**src/rtl/spi_master.sv**
```systemverilog
// SPI mode-3 master (CPOL=1, CPHA=1), MSB first, 8-bit frames.
// Byte-stream valid/ready front end. cs stays low across a burst until a byte
// flagged last has been shifted. Each transmitted byte returns one received byte.
module spi_master #(
  parameter int CLK_DIV  = 8,
  parameter int CS_SETUP = 4,
  parameter int CS_HOLD  = 4,
  parameter int CS_GAP   = 8
) (
  input  logic       clk,
  input  logic       rstn,
  input  logic       tx_valid,
  output logic       tx_ready,
  input  logic [7:0] tx_data,
  input  logic       tx_last,
  output logic [7:0] rx_data,
  output logic       rx_valid,
  output logic       busy,
  output logic       cs,
  output logic       sck,
  output logic       mosi,
  input  logic       miso
);

  typedef enum logic [2:0] {IDLE, SETUP, LOW, HIGH, NEXT, HOLD, GAP} state_t;

  // Terminal counts: each phase lasts exactly N clk cycles.
  localparam logic [7:0] DIV_END   = 8'(CLK_DIV - 1);
  localparam logic [7:0] SETUP_END = 8'(CS_SETUP - 1);
  localparam logic [7:0] HOLD_END  = 8'(CS_HOLD - 1);
  localparam logic [7:0] GAP_END   = 8'(CS_GAP - 1);

  state_t      state, state_nxt;
  logic [7:0]  div_cnt, div_cnt_nxt;
  logic [2:0]  bit_cnt, bit_cnt_nxt;
  logic [7:0]  tx_shift, tx_shift_nxt;
  logic [7:0]  rx_shift, rx_shift_nxt;
  logic        last_byte, last_byte_nxt;
  logic        cs_nxt, sck_nxt, mosi_nxt, busy_nxt;
  logic        tx_ready_nxt, rx_valid_nxt;
  logic [7:0]  rx_data_nxt;
  logic        miso_meta, miso_sync;
  logic        handshake;

  // tx_ready is a registered function of the state, so it already implies IDLE or NEXT.
  assign handshake = tx_valid & tx_ready;

  // Two-flop synchronizer for the asynchronous miso line.
  always_ff @(posedge clk or negedge rstn) begin
    if (!rstn) begin
      miso_meta <= 1'b0;
      miso_sync <= 1'b0;
    end else begin
      miso_meta <= miso;
      miso_sync <= miso_meta;
    end
  end

  // State, counters, shifters and all registered outputs.
  always_ff @(posedge clk or negedge rstn) begin
    if (!rstn) begin
      state     <= IDLE;
      div_cnt   <= 8'd0;
      bit_cnt   <= 3'd0;
      tx_shift  <= 8'd0;
      rx_shift  <= 8'd0;
      last_byte <= 1'b0;
      cs        <= 1'b1;
      sck       <= 1'b1;
      mosi      <= 1'b1;
      tx_ready  <= 1'b0;
      rx_data   <= 8'd0;
      rx_valid  <= 1'b0;
      busy      <= 1'b0;
    end else begin
      state     <= state_nxt;
      div_cnt   <= div_cnt_nxt;
      bit_cnt   <= bit_cnt_nxt;
      tx_shift  <= tx_shift_nxt;
      rx_shift  <= rx_shift_nxt;
      last_byte <= last_byte_nxt;
      cs        <= cs_nxt;
      sck       <= sck_nxt;
      mosi      <= mosi_nxt;
      tx_ready  <= tx_ready_nxt;
      rx_data   <= rx_data_nxt;
      rx_valid  <= rx_valid_nxt;
      busy      <= busy_nxt;
    end
  end

  // Next-state and next-output logic; sck/mosi only move on phase transitions.
  always_comb begin
    state_nxt     = state;
    div_cnt_nxt   = div_cnt + 8'd1;
    bit_cnt_nxt   = bit_cnt;
    tx_shift_nxt  = tx_shift;
    rx_shift_nxt  = rx_shift;
    last_byte_nxt = last_byte;
    cs_nxt        = cs;
    sck_nxt       = sck;
    mosi_nxt      = mosi;
    rx_data_nxt   = rx_data;
    rx_valid_nxt  = 1'b0;
    busy_nxt      = busy;

    case (state)
      IDLE: begin
        div_cnt_nxt = 8'd0;
        if (handshake) begin
          state_nxt     = SETUP;
          cs_nxt        = 1'b0;
          busy_nxt      = 1'b1;
          tx_shift_nxt  = tx_data;
          last_byte_nxt = tx_last;
          bit_cnt_nxt   = 3'd0;
        end
      end
      SETUP: begin
        if (div_cnt == SETUP_END) begin
          state_nxt   = LOW;
          div_cnt_nxt = 8'd0;
          sck_nxt     = 1'b0;
          mosi_nxt    = tx_shift[7];
        end
      end
      LOW: begin
        if (div_cnt == DIV_END) begin
          state_nxt    = HIGH;
          div_cnt_nxt  = 8'd0;
          sck_nxt      = 1'b1;
          rx_shift_nxt = {rx_shift[6:0], miso_sync};
        end
      end
      HIGH: begin
        if (div_cnt == DIV_END) begin
          div_cnt_nxt = 8'd0;
          if (bit_cnt != 3'd7) begin
            state_nxt    = LOW;
            bit_cnt_nxt  = bit_cnt + 3'd1;
            tx_shift_nxt = {tx_shift[6:0], 1'b0};
            sck_nxt      = 1'b0;
            mosi_nxt     = tx_shift[6];
          end else begin
            bit_cnt_nxt  = 3'd0;
            rx_data_nxt  = rx_shift;
            rx_valid_nxt = 1'b1;
            state_nxt    = last_byte ? HOLD : NEXT;
          end
        end
      end
      NEXT: begin
        // Wait indefinitely with sck high and cs low for the next burst byte.
        div_cnt_nxt = 8'd0;
        if (handshake) begin
          state_nxt     = LOW;
          tx_shift_nxt  = tx_data;
          last_byte_nxt = tx_last;
          bit_cnt_nxt   = 3'd0;
          sck_nxt       = 1'b0;
          mosi_nxt      = tx_data[7];
        end
      end
      HOLD: begin
        if (div_cnt == HOLD_END) begin
          state_nxt   = GAP;
          div_cnt_nxt = 8'd0;
          cs_nxt      = 1'b1;
          mosi_nxt    = 1'b1;
        end
      end
      GAP: begin
        if (div_cnt == GAP_END) begin
          state_nxt   = IDLE;
          div_cnt_nxt = 8'd0;
          busy_nxt    = 1'b0;
        end
      end
      default: begin
        state_nxt   = IDLE;
        div_cnt_nxt = 8'd0;
      end
    endcase

    tx_ready_nxt = (state_nxt == IDLE) || (state_nxt == NEXT);
  end

endmodule
```
**config.mk**
```make
export PLATFORM = sky130hd
export DESIGN_NAME = spi_master
export DESIGN_NICKNAME = d
export VERILOG_FILES = /design/src/rtl/spi_master.sv
export SDC_FILE = /design/constraint.sdc
export NUM_CORES = 1
export LEC_CHECK = 0
export ABC_AREA = 1
export CORE_MARGIN = 2
export CORE_UTILIZATION = 59
export DETAILED_ROUTE_END_ITERATION = 7
export GPL_TIMING_DRIVEN = 0
export PLACE_DENSITY = 0.82
export SYNTH_ARGS = -nofsm -noshare
export SYNTH_HDL_FRONTEND = slang
export SYNTH_SLANG_ARGS = --single-unit
```
**constraint.sdc**
```tcl
create_clock -name clk -period 2.3 [get_ports clk]
set_input_delay 0.46 -clock clk [delete_from_list [all_inputs] [get_ports clk]]
set_output_delay 0.46 -clock clk [all_outputs]
set_load 0.01 [all_outputs]
```
# Word level (Yosys, flattened, before mapping)
# Index checks and enable logic that the tools add are counted.
# word_totals
ff_bits	47
inputBits	13
elab_cells	98
# classes
add_sub_neg	2
eq_ne	19
muxes	40
bitwise_logic	2
reduce_logical	20
# ops
operator	n
$mux 8	5
$mux 3	11
$pmux 8 s2	2
$pmux 3 s7	1
$mux 1	16
$ne 2x2->1 const B	8
$eq 3x3->1 const B	4
$reduce_and 3->1	4
$reduce_and 6->1	2
$add 8x1->8 const B	1
$eq 8x2->1 const B	1
$eq 8x3->1 const B	1
$pmux 1 s4	2
$reduce_bool 4->1	2
$eq 3x2->1 const B	2
$logic_not 3->1	2
$pmux 3 s2	1
$reduce_bool 2->1	3
$pmux 1 s2	2
$reduce_and 2->1	2
$reduce_and 4->1	1
$reduce_or 2->1	2
$add 3x1->3 const B	1
$eq 3x1->1 const B	1
6 further kinds	6

# Logic depth before layout (Yosys ltp)
# Gate-level depths: netlist (run 1).
# logic_depth
depth_word	6
ltp_mapped	9

# Worst setup path before layout (run 1)
# OpenSTA, ideal clock, no wires.
# synth_path
kind	register to register
startpoint	reg bit_cnt[0]
endpoint	reg state[2]
setup_ns	0.132
arrival_time_ns	1.333
t_required_ns	2.168
slack_ns	0.835
stages_incl_launch_ff	8
period_less_slack_ns	1.465
path_cell_list	dfrtp_1 > ha_1 > ha_1 > nand4_2 > inv_2 > nand2_2 > buf_6 > o211ai_1
# synth_between
elab_chain_cells	4
# synth_rtl
element	line_no	source
from (decl)	35	logic [2:0] bit_cnt, bit_cnt_nxt;
from (signal assigned)	78	bit_cnt <= bit_cnt_nxt;
$ne 3x3->1	138	if (bit_cnt != 3'd7) begin
$mux 3	138	
$mux 3	136	if (div_cnt == DIV_END) begin
$pmux 3 s7	107	case (state)
via state_nxt[2]	33	state_t state, state_nxt;
to (signal assigned)	76	state <= state_nxt;
to (decl)	33	
# The timed path passes the listed nets, and every way through them passes these cells.
# A chain may end at the register's enable or synchronous reset.

# Worst setup path in the final report (run 1)
# layout_path
startpoint	reg cs
endpoint	out cs
# layout_lines
element	line_no	source
from (decl)	19	output logic cs,
from (signal assigned)	82	cs <= cs_nxt;
# No word-level cell between the ends.

==> results by group, run 1 <==
STA
  – Max Slew Vio Count: 0
  – Final worst path period share: between 80 and 90%
  – RSZ-0062 raised after global routing: false
  – Final hold viol count: 0
  – Normalized max-slew margin: 62.6%
  – Clk_skew: 11.4 ps
  – Final setup vio count: 0
  – F_max: between 500 and 600 MHz
  – Pin slew with the least headroom to its limit: approximately 560 ps
  – Period minus WS final: around 1800 ps

GRT
  – Number of global-route vias before repair: about 1700
  – First-pass GRT wire length: approximately 7300 um
  – Initial antenna violation count: 0
  – GR Util All Layers: approximately 22%
  – Largest net degree at the start of global routing: 25
  – Grt total ovfl: 0

Worst setup path
  – Slowest cell delay on critical path: 540 ps
  – Crit Path Category: flip-flop to output port
  – Crit-path cells: clkdlybuf4s50_1
  – Buf+Inv Stages, Crit Path: 1
  – Crit-path max FO: 2
  – Slowest cell on crit path: dfstp_2
  – CP Data Required Time: around 1800 ps
  – Worst Setup Start Kind: flip-flop
  – Cell family with most CP delay: flip-flops
  – Reg2reg start: bit_cnt[0]
  – Critical Path Start: cs
  – Crit path capture type: output port
  – CP arrival: roughly 1400 ps

Logic synthesis
  – Syn avg cell area: around 8.5 sq um
  – #FFs+latches synth: 47
  – Post-Syn Instances: around 270
  – Syn_nets: 284
  – Mapped cell area: 2260 sq um
  – Ys Warns: 0
  – Post-synthesis sequential area ratio: 52.1%
  – Distinct cells, synth: 30

Route
  – Number of vias per cell: between 5 and 6
  – DRT antenna net count: 0
  – Post-Route WL: about 4200 um
  – Via count: 1756
  – Post-detailed-route DRC marker count: 0
  – TritonRoute pass-1 iters: 4
  – Drt wl/cell: 11.9 um
  – First DRT Iteration DRCs: 94

Pwr
  – Power density over cell area: approximately 980 nW/um^2
  – Peak VDD IR: between 0.6 and 0.7 mV
  – Leakage Power: approximately 1.4 nW

Die
  – Core area: approximately 3700 sq um
  – Row cnt: 22
  – Io pins: 27
  – Initial core utilization: about three fifths
  – Die W: around 66 um
  – Die Area: around 4400 sq um
  – Die Ht: roughly 66 um

Finish
  – Final #Nets: between 300 and 400
  – Syn-to-layout area delta: 20.5%
  – Final Util: between 70 and 80%
  – Fraction of layout cells with a size suffix above 1: between 10% and 20%
  – Antenna diode count: 0
  – Fill cell count: 300
  – Finished Layout Cells: 351

CTS
  – Clk Latency, worst-skew pair: between 300 and 400 ps
  – PostCTS Resize Cnt: 0
  – CTS sink cnt: between 40 and 50
  – CTS Buf Count: 5
  – Max clock buf depth: 2
  – Clock root cell: clkbuf_8
  – Setup bufs post-CTS: 0
  – # hold bufs at CTS: 0
  – H-tree levels: 2
  – Worst-path clk slew: ~90 ps
  – CTS tree: built

Run status
  – Status: completed

Flow run
  – MaxCap Viol Count: 0

Place
  – Placer Congestion: approximately 0.88
  – IO buf count: 26
  – # placed instances: 343
  – Hpwl dp: 3020 um

Min path
  – Worst hold path type: primary input to asynchronous set/reset pin
sequential cells by signal, indices dropped and copies added, names as in the netlist, 3 cells and up:
signal    cells
rx_data       8
rx_shift      8
state         3
tx_shift      8
bit_cnt       3
div_cnt       8
synth_stat cells (all sizes together):
| cell | instances | area, sq um |
|---|---|---|
| o21a | 1 | 7.51 |
| inv | 23 | 86.3 |
| buf | 5 | 40.0 |
| nand4 | 1 | 12.5 |
| ha | 3 | 37.5 |
| o211a | 1 | 10.0 |
| nand3 | 15 | 110 |
| a21o | 1 | 7.51 |
| dfrtp | 44 | 1100 |
| a21oi | 2 | 13.8 |
| clkinv | 1 | 5.00 |
| nor2 | 37 | 156 |
| o21ai | 26 | 164 |
| xnor2 | 1 | 8.76 |
| xor2 | 3 | 26.3 |
| o211ai | 2 | 15.0 |
| nand2 | 99 | 384 |
| dfstp | 3 | 78.8 |
report_power, final:
group          internal, W  switching (W)  leakage (nW)  total (W)
Sequential        0.000990       0.000105         0.616    0.00110
Combinational     0.000341       0.000598         0.674   0.000939
Clock             0.000358       0.000287        0.0618   0.000644
kinds of logic after synthesis:
group,share of synthesized area [%]
simple gates,29.3
flops,52.1
compound gates,9.61
buf+inv,5.80
xor+xnor,1.55
fa+ha+maj,1.66
metal layers:
layer / vias to the layer above / part of all wire (%) / GRT usage (%)
met5: - / 0 / 0
met3: 7 / 3.5 / 5.79
met4: 0 / 1.6 / 7.91
met1: 813 / 47 / 29.1
met2: 25 / 47 / 36.2
li1: 911 / - / -
final timing paths:
| path | endpoint | slack, ps | cells after the start |
|---|---|---|---|
| min in group clk | miso_sync | 360 | 0 |
| worst max-delay path | cs | 460 | 1 |
| worst min-delay path | rx_data[7] | 130 | 1 |
| max in group asynchronous | mosi | 1590 | 2 |
| worst max register to register | state[2] | 670 | 7 |
| worst min register to register | miso_sync | 360 | 0 |
cell usage in the layout (no fill, tap or decap):
master and instances:
a21o_1 1, nor2_1 32, clkdlybuf4s50_1 25, o21a_1 1, o21ai_2 9, dfstp_2 3, buf_2 3, nand2_1 96
o211ai_1 2, xnor2_1 1, nand3_1 11, clkbuf_8 6, buf_16 1, xor2_1 3, nand2_4 1, nand3_2 2
nand3_4 2, o21ai_0 3, buf_4 1, buf_6 2, o21ai_1 14, a21oi_1 1, bufinv_16 1, ha_1 3
o211a_1 1, inv_2 9, a21oi_2 1, inv_6 1, nor2_2 4, nand2_2 2, nand4_2 1, inv_1 14
dfrtp_1 44, clkinv_2 1, nor2_4 1
area by class of cell:
cell class              instances  area [sq um]  share of cell area [%]
repair buffers                 27           283                    10.4
multi-input cells             192           953                    34.9
well taps                      48          60.1                    2.20
clock buffers                   6          82.6                    3.03
plain buffers                   5          40.0                    1.47
inverters                      24          91.3                    3.35
flip-flops and latches         47          1180                    43.2
clock inverters                 2          38.8                    1.42
stage by stage:
step / setup slack [ps] / total power [W] / cell area [sq um] / hold WS [ps] / setup TNS [ps]
floorplan: 835 / 0.00178 / 2260 / 164 / 0
global placement: -457 / 0.00200 / 2580 / 334 / -20030
detailed placement: 509 / 0.00204 / 2610 / 341 / 0
CTS: 444 / 0.00270 / 2730 / 144 / 0
global route: 426 / 0.00289 / 2730 / 175 / 0
finish: 455 / 0.00268 / 2730 / 127 / 0
Power figures use the tool's default switching activity.
==> inputs of run 2 (changes only) <==
--- a/config.mk
+++ b/config.mk
@@ -7,10 +7,10 @@
 export LEC_CHECK = 0
 export ABC_AREA = 1
 export CORE_MARGIN = 2
-export CORE_UTILIZATION = 59
+export CORE_UTILIZATION = 55
 export DETAILED_ROUTE_END_ITERATION = 7
 export GPL_TIMING_DRIVEN = 0
-export PLACE_DENSITY = 0.82
+export PLACE_DENSITY = 0.77
 export SYNTH_ARGS = -nofsm -noshare
 export SYNTH_HDL_FRONTEND = slang
 export SYNTH_SLANG_ARGS = --single-unit
==> constraint.sdc (replaced) <==
create_clock -name clk -period 1.8 [get_ports clk]
set_input_delay 0.36 -clock clk [delete_from_list [all_inputs] [get_ports clk]]
set_output_delay 0.36 -clock clk [all_outputs]
set_load 0.01 [all_outputs]
==> run 2 against run 1 <==
Net effect: global-route usage down 1.5 points; count of clock-buffer cells in the layout unchanged; clock power rose by 26%; sequential power grew 26%; critical path type unchanged.
==> results by group, run 2 (synthesis results as in run 1) <==
GRT
  – Initial antenna violation count: 0
  – Largest net degree at the start of global routing: 25
  – GR Util All Layers: roughly a fifth
  – Grt total ovfl: 0
  – Number of global-route vias before repair: roughly 1600
  – First-pass GRT wire length: about 7200 um

Die
  – Die W: 68.2 um
  – Core area: 3970 sq um
  – Row cnt: 23
  – Die Area: about 4600 sq um
  – Initial core utilization: around 57%
  – Die Ht: 68.2 um
  – Io pins: 27

STA
  – Pin slew with the least headroom to its limit: 579 ps
  – Final setup vio count: 0
  – RSZ-0062 raised after global routing: false
  – Max Slew Vio Count: 0
  – F_max: roughly 580 MHz
  – Normalized max-slew margin: approximately three fifths
  – Clk_skew: between 8 and 9 ps
  – Final worst path period share: 96.3%
  – Final WS setup: approximately 66 ps
  – Final hold viol count: 0
  – Period minus WS final: around 1700 ps

Finish
  – Most common cell after layout, fill and taps aside: nand2_1
  – Finished Layout Cells: 353
  – Most frequent cells in the layout: 96 x nand2_1, 44 x dfrtp_1, 32 x nor2_1
  – Final Util: 68.8%
  – Fraction of layout cells with a size suffix above 1: between 15 and 20%
  – Final #Nets: 318
  – Antenna diode count: 0
  – Final instance area: around 2700 sq um
  – Fill cell count: 344
  – Syn-to-layout area delta: 20.6%

Place
  – Dpl cell area: between 2000 and 3000 sq um
  – Placer Congestion: approximately 0.86
  – IO buf count: 26
  – Hpwl dp: between 3000 and 4000 um
  – Pre-CTS WS: around 120 ps
  – # placed instances: approximately 350

Worst setup path
  – Crit-path cells: clkdlybuf4s50_1
  – Worst Setup Start Kind: flip-flop
  – CP Data Required Time: 1440 ps
  – Buf+Inv Stages, Crit Path: 1
  – Crit Path Category: flip-flop to output port
  – Crit Reg-Reg Endpoint: state[2]
  – Flop2flop setup slack: between 150 and 200 ps
  – Worst r2r path cells: 7
  – CP arrival: 1370 ps
  – Crit-path max FO: 2
  – Cell family with most CP delay: flip-flops
  – Slowest cell delay on critical path: between 500 and 600 ps
  – Slowest cell on crit path: dfstp_2
  – Crit path capture type: output port
  – Reg2reg start: bit_cnt[0]

Route
  – Via count: roughly 1700
  – First DRT Iteration DRCs: 115
  – Post-detailed-route DRC marker count: 0
  – DRT antenna net count: 0
  – Post-Route WL: 4080 um
  – Number of vias per cell: 4.82
  – TritonRoute pass-1 iters: 5
  – Drt wl/cell: 11.5 um

CTS
  – # hold bufs at CTS: 0
  – PostCTS Resize Cnt: 0
  – CTS Buf Count: 5
  – Clock root cell: clkbuf_8
  – Setup bufs post-CTS: 0
  – CTS sink cnt: between 40 and 50
  – CTS tree: built
  – H-tree levels: 2
  – Worst-path clk slew: around 90 ps
  – Max clock buf depth: 2
  – Clk Latency, worst-skew pair: roughly 300 ps

Pwr
  – Peak VDD IR: around 1.2 mV
  – Leakage Power: between 1 and 1.5 nW
  – Power density over cell area: around 1200 nW/um^2
  – Total power: between 0.003 and 0.004 W

Run status
  – Status: completed

Flow run
  – MaxCap Viol Count: 0

Min path
  – Worst hold path type: primary input to asynchronous set/reset pin
-- run 2: cell type report --
class	count	area, sq um	area share, %
Buffer	5	40.0	1.47
Clock buffer	6	82.6	3.02
Clock inverter	2	38.8	1.42
Inverter	24	91.3	3.34
Multi-Input combinational cell	192	953	34.9
Sequential cell	47	1180	43.2
Tap cell	50	62.6	2.29
Timing Repair Buffer	27	283	10.4
-- run 2: power breakdown --
group | internal [W] | switching (W) | total [W] | leakage [nW]
registers | 0.00126 | 0.000129 | 0.00139 | 0.616
logic | 0.000435 | 0.000745 | 0.00118 | 0.674
clock network | 0.000457 | 0.000353 | 0.000810 | 0.0618
total | 0.00216 | 0.00123 | 0.00338 | 1.35
-- run 2: layer usage --
layer  routed length [um]  global-route usage [%]
met1                 2090                    28.8
met2                 1810                    33.0
met3                  123                    5.26
met4                   51                    5.25
met5                    0                       0
-- run 2: metrics by stage --
| step | setup TNS, ps | hold slack (ps) |
|---|---|---|
| finish | 0 | 54.5 |
| floorplan | 0 | 64.4 |
| CTS | 0 | 61.6 |
| detailed placement | 0 | 338 |
| global placement | -40250 | 334 |
| global route | 0 | 90.5 |
-- run 2: worst max-delay path by stage --
stage,startpoint,to,slack (ps),cells past startpoint
global placement,rstn,rx_shift[0],-890,1
finish,cs,cs,70,1
detailed placement,tx_valid,tx_shift[2],120,7
floorplan,bit_cnt[0],state[2],340,7
CTS,cs,cs,60,1
global route,cs,cs,20,1
==> inputs of run 3 (changes only) <==
--- a/config.mk
+++ b/config.mk
@@ -9,7 +9,6 @@
 export CORE_MARGIN = 2
 export CORE_UTILIZATION = 55
 export DETAILED_ROUTE_END_ITERATION = 7
-export GPL_TIMING_DRIVEN = 0
 export PLACE_DENSITY = 0.77
 export SYNTH_ARGS = -nofsm -noshare
 export SYNTH_HDL_FRONTEND = slang
==> run 3 against run 2 <==
Net effect: via count increased by 3.5%; worst hold slack got worse by 31 ps; critical path depth unchanged; sequential power about the same; setup slack improved by 7.6 ps; clock skew about the same; cell count decreased by 1.1%; combinational power decreased by 4%; sequential cell count unchanged; non-clock buffer count decreased by 4; clock power decreased by 24%; cell area decreased by 2.6%; critical path type unchanged.
==> results by group, run 3 (synthesis results as in run 1) <==
Run status
  – Status: completed

Pwr
  – Sw power: roughly 0.0012 W
  – Leakage Power: approximately 1.3 nW
  – Flop pwr share: around 45%
  – Clock power frac: around 20%
  – Peak VDD IR: around 0.71 mV
  – Switching Share: around two fifths
  – Power density over cell area: ~1200 nW/um^2
  – Pint: between 0.0015 and 0.002 W
  – Total power: roughly 0.0032 W
  – Combinational share of power: 35.6%

Route
  – Via count: ~1800
  – Drt wl/cell: around 11 um
  – First DRT Iteration DRCs: 75
  – Post-detailed-route DRC marker count: 0
  – TritonRoute pass-1 iters: 4
  – DRT antenna net count: 0
  – Number of vias per cell: about 5.1
  – Post-Route WL: 3940 um

Finish
  – Most common cell after layout, fill and taps aside: nand2_1
  – Fraction of layout cells with a size suffix above 1: approximately 15%
  – Most frequent cells in the layout: 96 x nand2_1, 44 x dfrtp_1, 32 x nor2_1
  – Syn-to-layout area delta: 17.5%
  – Finished Layout Cells: about 350
  – Antenna diode count: 0
  – Fill cell count: 345
  – Final #Nets: about 310

Worst setup path
  – Flop2flop setup slack: 200 ps
  – Buf+Inv Stages, Crit Path: 1
  – Crit-path max FO: 2
  – Slowest cell delay on critical path: ~540 ps
  – Crit Path Category: flip-flop to output port
  – CP Data Required Time: 1440 ps
  – Crit-path cells: clkdlybuf4s50_1
  – Reg2reg start: div_cnt[0]
  – Cell family with most CP delay: flip-flops
  – Crit path capture type: output port
  – Worst Setup Start Kind: flip-flop
  – Critical Path Start: cs
  – Slowest cell on crit path: dfstp_2
  – CP arrival: about 1400 ps

Place
  – IO buf count: 26
  – # placed instances: between 300 and 400
  – Hpwl dp: between 2000 and 3000 um
  – Placer Congestion: around 0.84

STA
  – Final worst path period share: 95.9%
  – F_max: between 500 and 600 MHz
  – Max Slew Vio Count: 0
  – Final setup vio count: 0
  – Clk_skew: just under 9 ps
  – RSZ-0062 raised after global routing: false
  – TNS Setup: 0 ps
  – Final hold viol count: 0
  – Pin slew with the least headroom to its limit: 515 ps
  – Period minus WS final: around 1700 ps
  – Normalized max-slew margin: between 60% and 70%

CTS
  – Clock root cell: clkbuf_8
  – CTS tree: built
  – H-tree levels: 2
  – CTS sink cnt: 47
  – Worst-path clk slew: 80 ps
  – Max clock buf depth: 2
  – Setup bufs post-CTS: 0
  – CTS Buf Count: 5
  – Clk Latency, worst-skew pair: 300 ps

GRT
  – First-pass GRT wire length: a little under 7000 um
  – Grt total ovfl: 0
  – Number of global-route vias before repair: around 1600
  – GRT met2 Usage: 31.3%
  – Global-route layer with the greatest usage: met2
  – Grt met3 use: roughly 5.4%
  – Routing usage on met1: between 20% and 30%
  – GR Util All Layers: 19.8%
  – Largest net degree at the start of global routing: 27
  – Initial antenna violation count: 0

Die
  – Die Area: approximately 4600 sq um
  – Row cnt: 23
  – Die W: just under 70 um
  – Io pins: 27
  – Initial core utilization: approximately 57%
  – Core area: 3970 sq um
  – Die Ht: around 68 um

Flow run
  – MaxCap Viol Count: 0

Min path
  – Worst hold path type: primary input to asynchronous set/reset pin
run 3: final cells by class:
class                           count  area (sq um)  share of cell area, %
Timing Repair Buffer               28           283                   10.6
Sequential cell                    47          1180                   44.3
Tap cell                           50          62.6                   2.35
Clock buffer                        6          72.6                   2.73
Inverter                           24          91.3                   3.43
Multi-Input combinational cell    192           958                   36.0
Clock inverter                      2          13.8                  0.517
run 3: stage by stage:
stage	util (%)	setup slack (ps)	area [sq um]	hold slack (ps)
floorplan	-	335	2260	64.4
global placement	64.7	142	2570	334
detailed placement	64.7	127	2570	343
CTS	66.9	54.8	2660	35.4
global route	67.0	29.4	2660	56.9
finish	67.0	73.4	2660	23.8
run 3: power groups by stage:
stage | sequential [W] | clock [W] | combinational (W)
2_1_floorplan | 0.00140 | 0 | 0.000872
3_3_place_gp | 0.00143 | 0 | 0.00111
4_1_cts | 0.00142 | 0.000640 | 0.00114
3_5_place_dp | 0.00144 | 0 | 0.00114
6_report | 0.00142 | 0.000616 | 0.00113
5_1_grt | 0.00145 | 0.000678 | 0.00130
run 3: per-layer routing:
metal	vias up	share of wire, %
li1	909	-
met1	817	47
met2	32	48
met3	5	4.0
met4	0	1.1
met5	-	0
run 3: worst paths after layout:
| path | endpoint | cells after the start |
|---|---|---|
| max in group asynchronous | cs | 2 |
| worst min register to register | miso_sync | 0 |
| worst max-delay path | cs | 1 |
| min in group clk | miso_sync | 0 |
| worst max register to register | div_cnt[4] | 6 |
| worst min-delay path | div_cnt[3] | 1 |
run 3: timing repair:
action / in CTS / in global routing
resized for setup: 0 / 1
endpoints found under the setup margin: 0 / 1
hold buffers: 0 / 0
run 3: worst reg2reg max path, delay by kind of cell (launching register included):
kind | cells | cell delay (ps)
fa+ha+maj | 1 | 240
compound gates | 1 | 280
buf+inv | 1 | 70
flops | 1 | 370
simple gates | 3 | 500
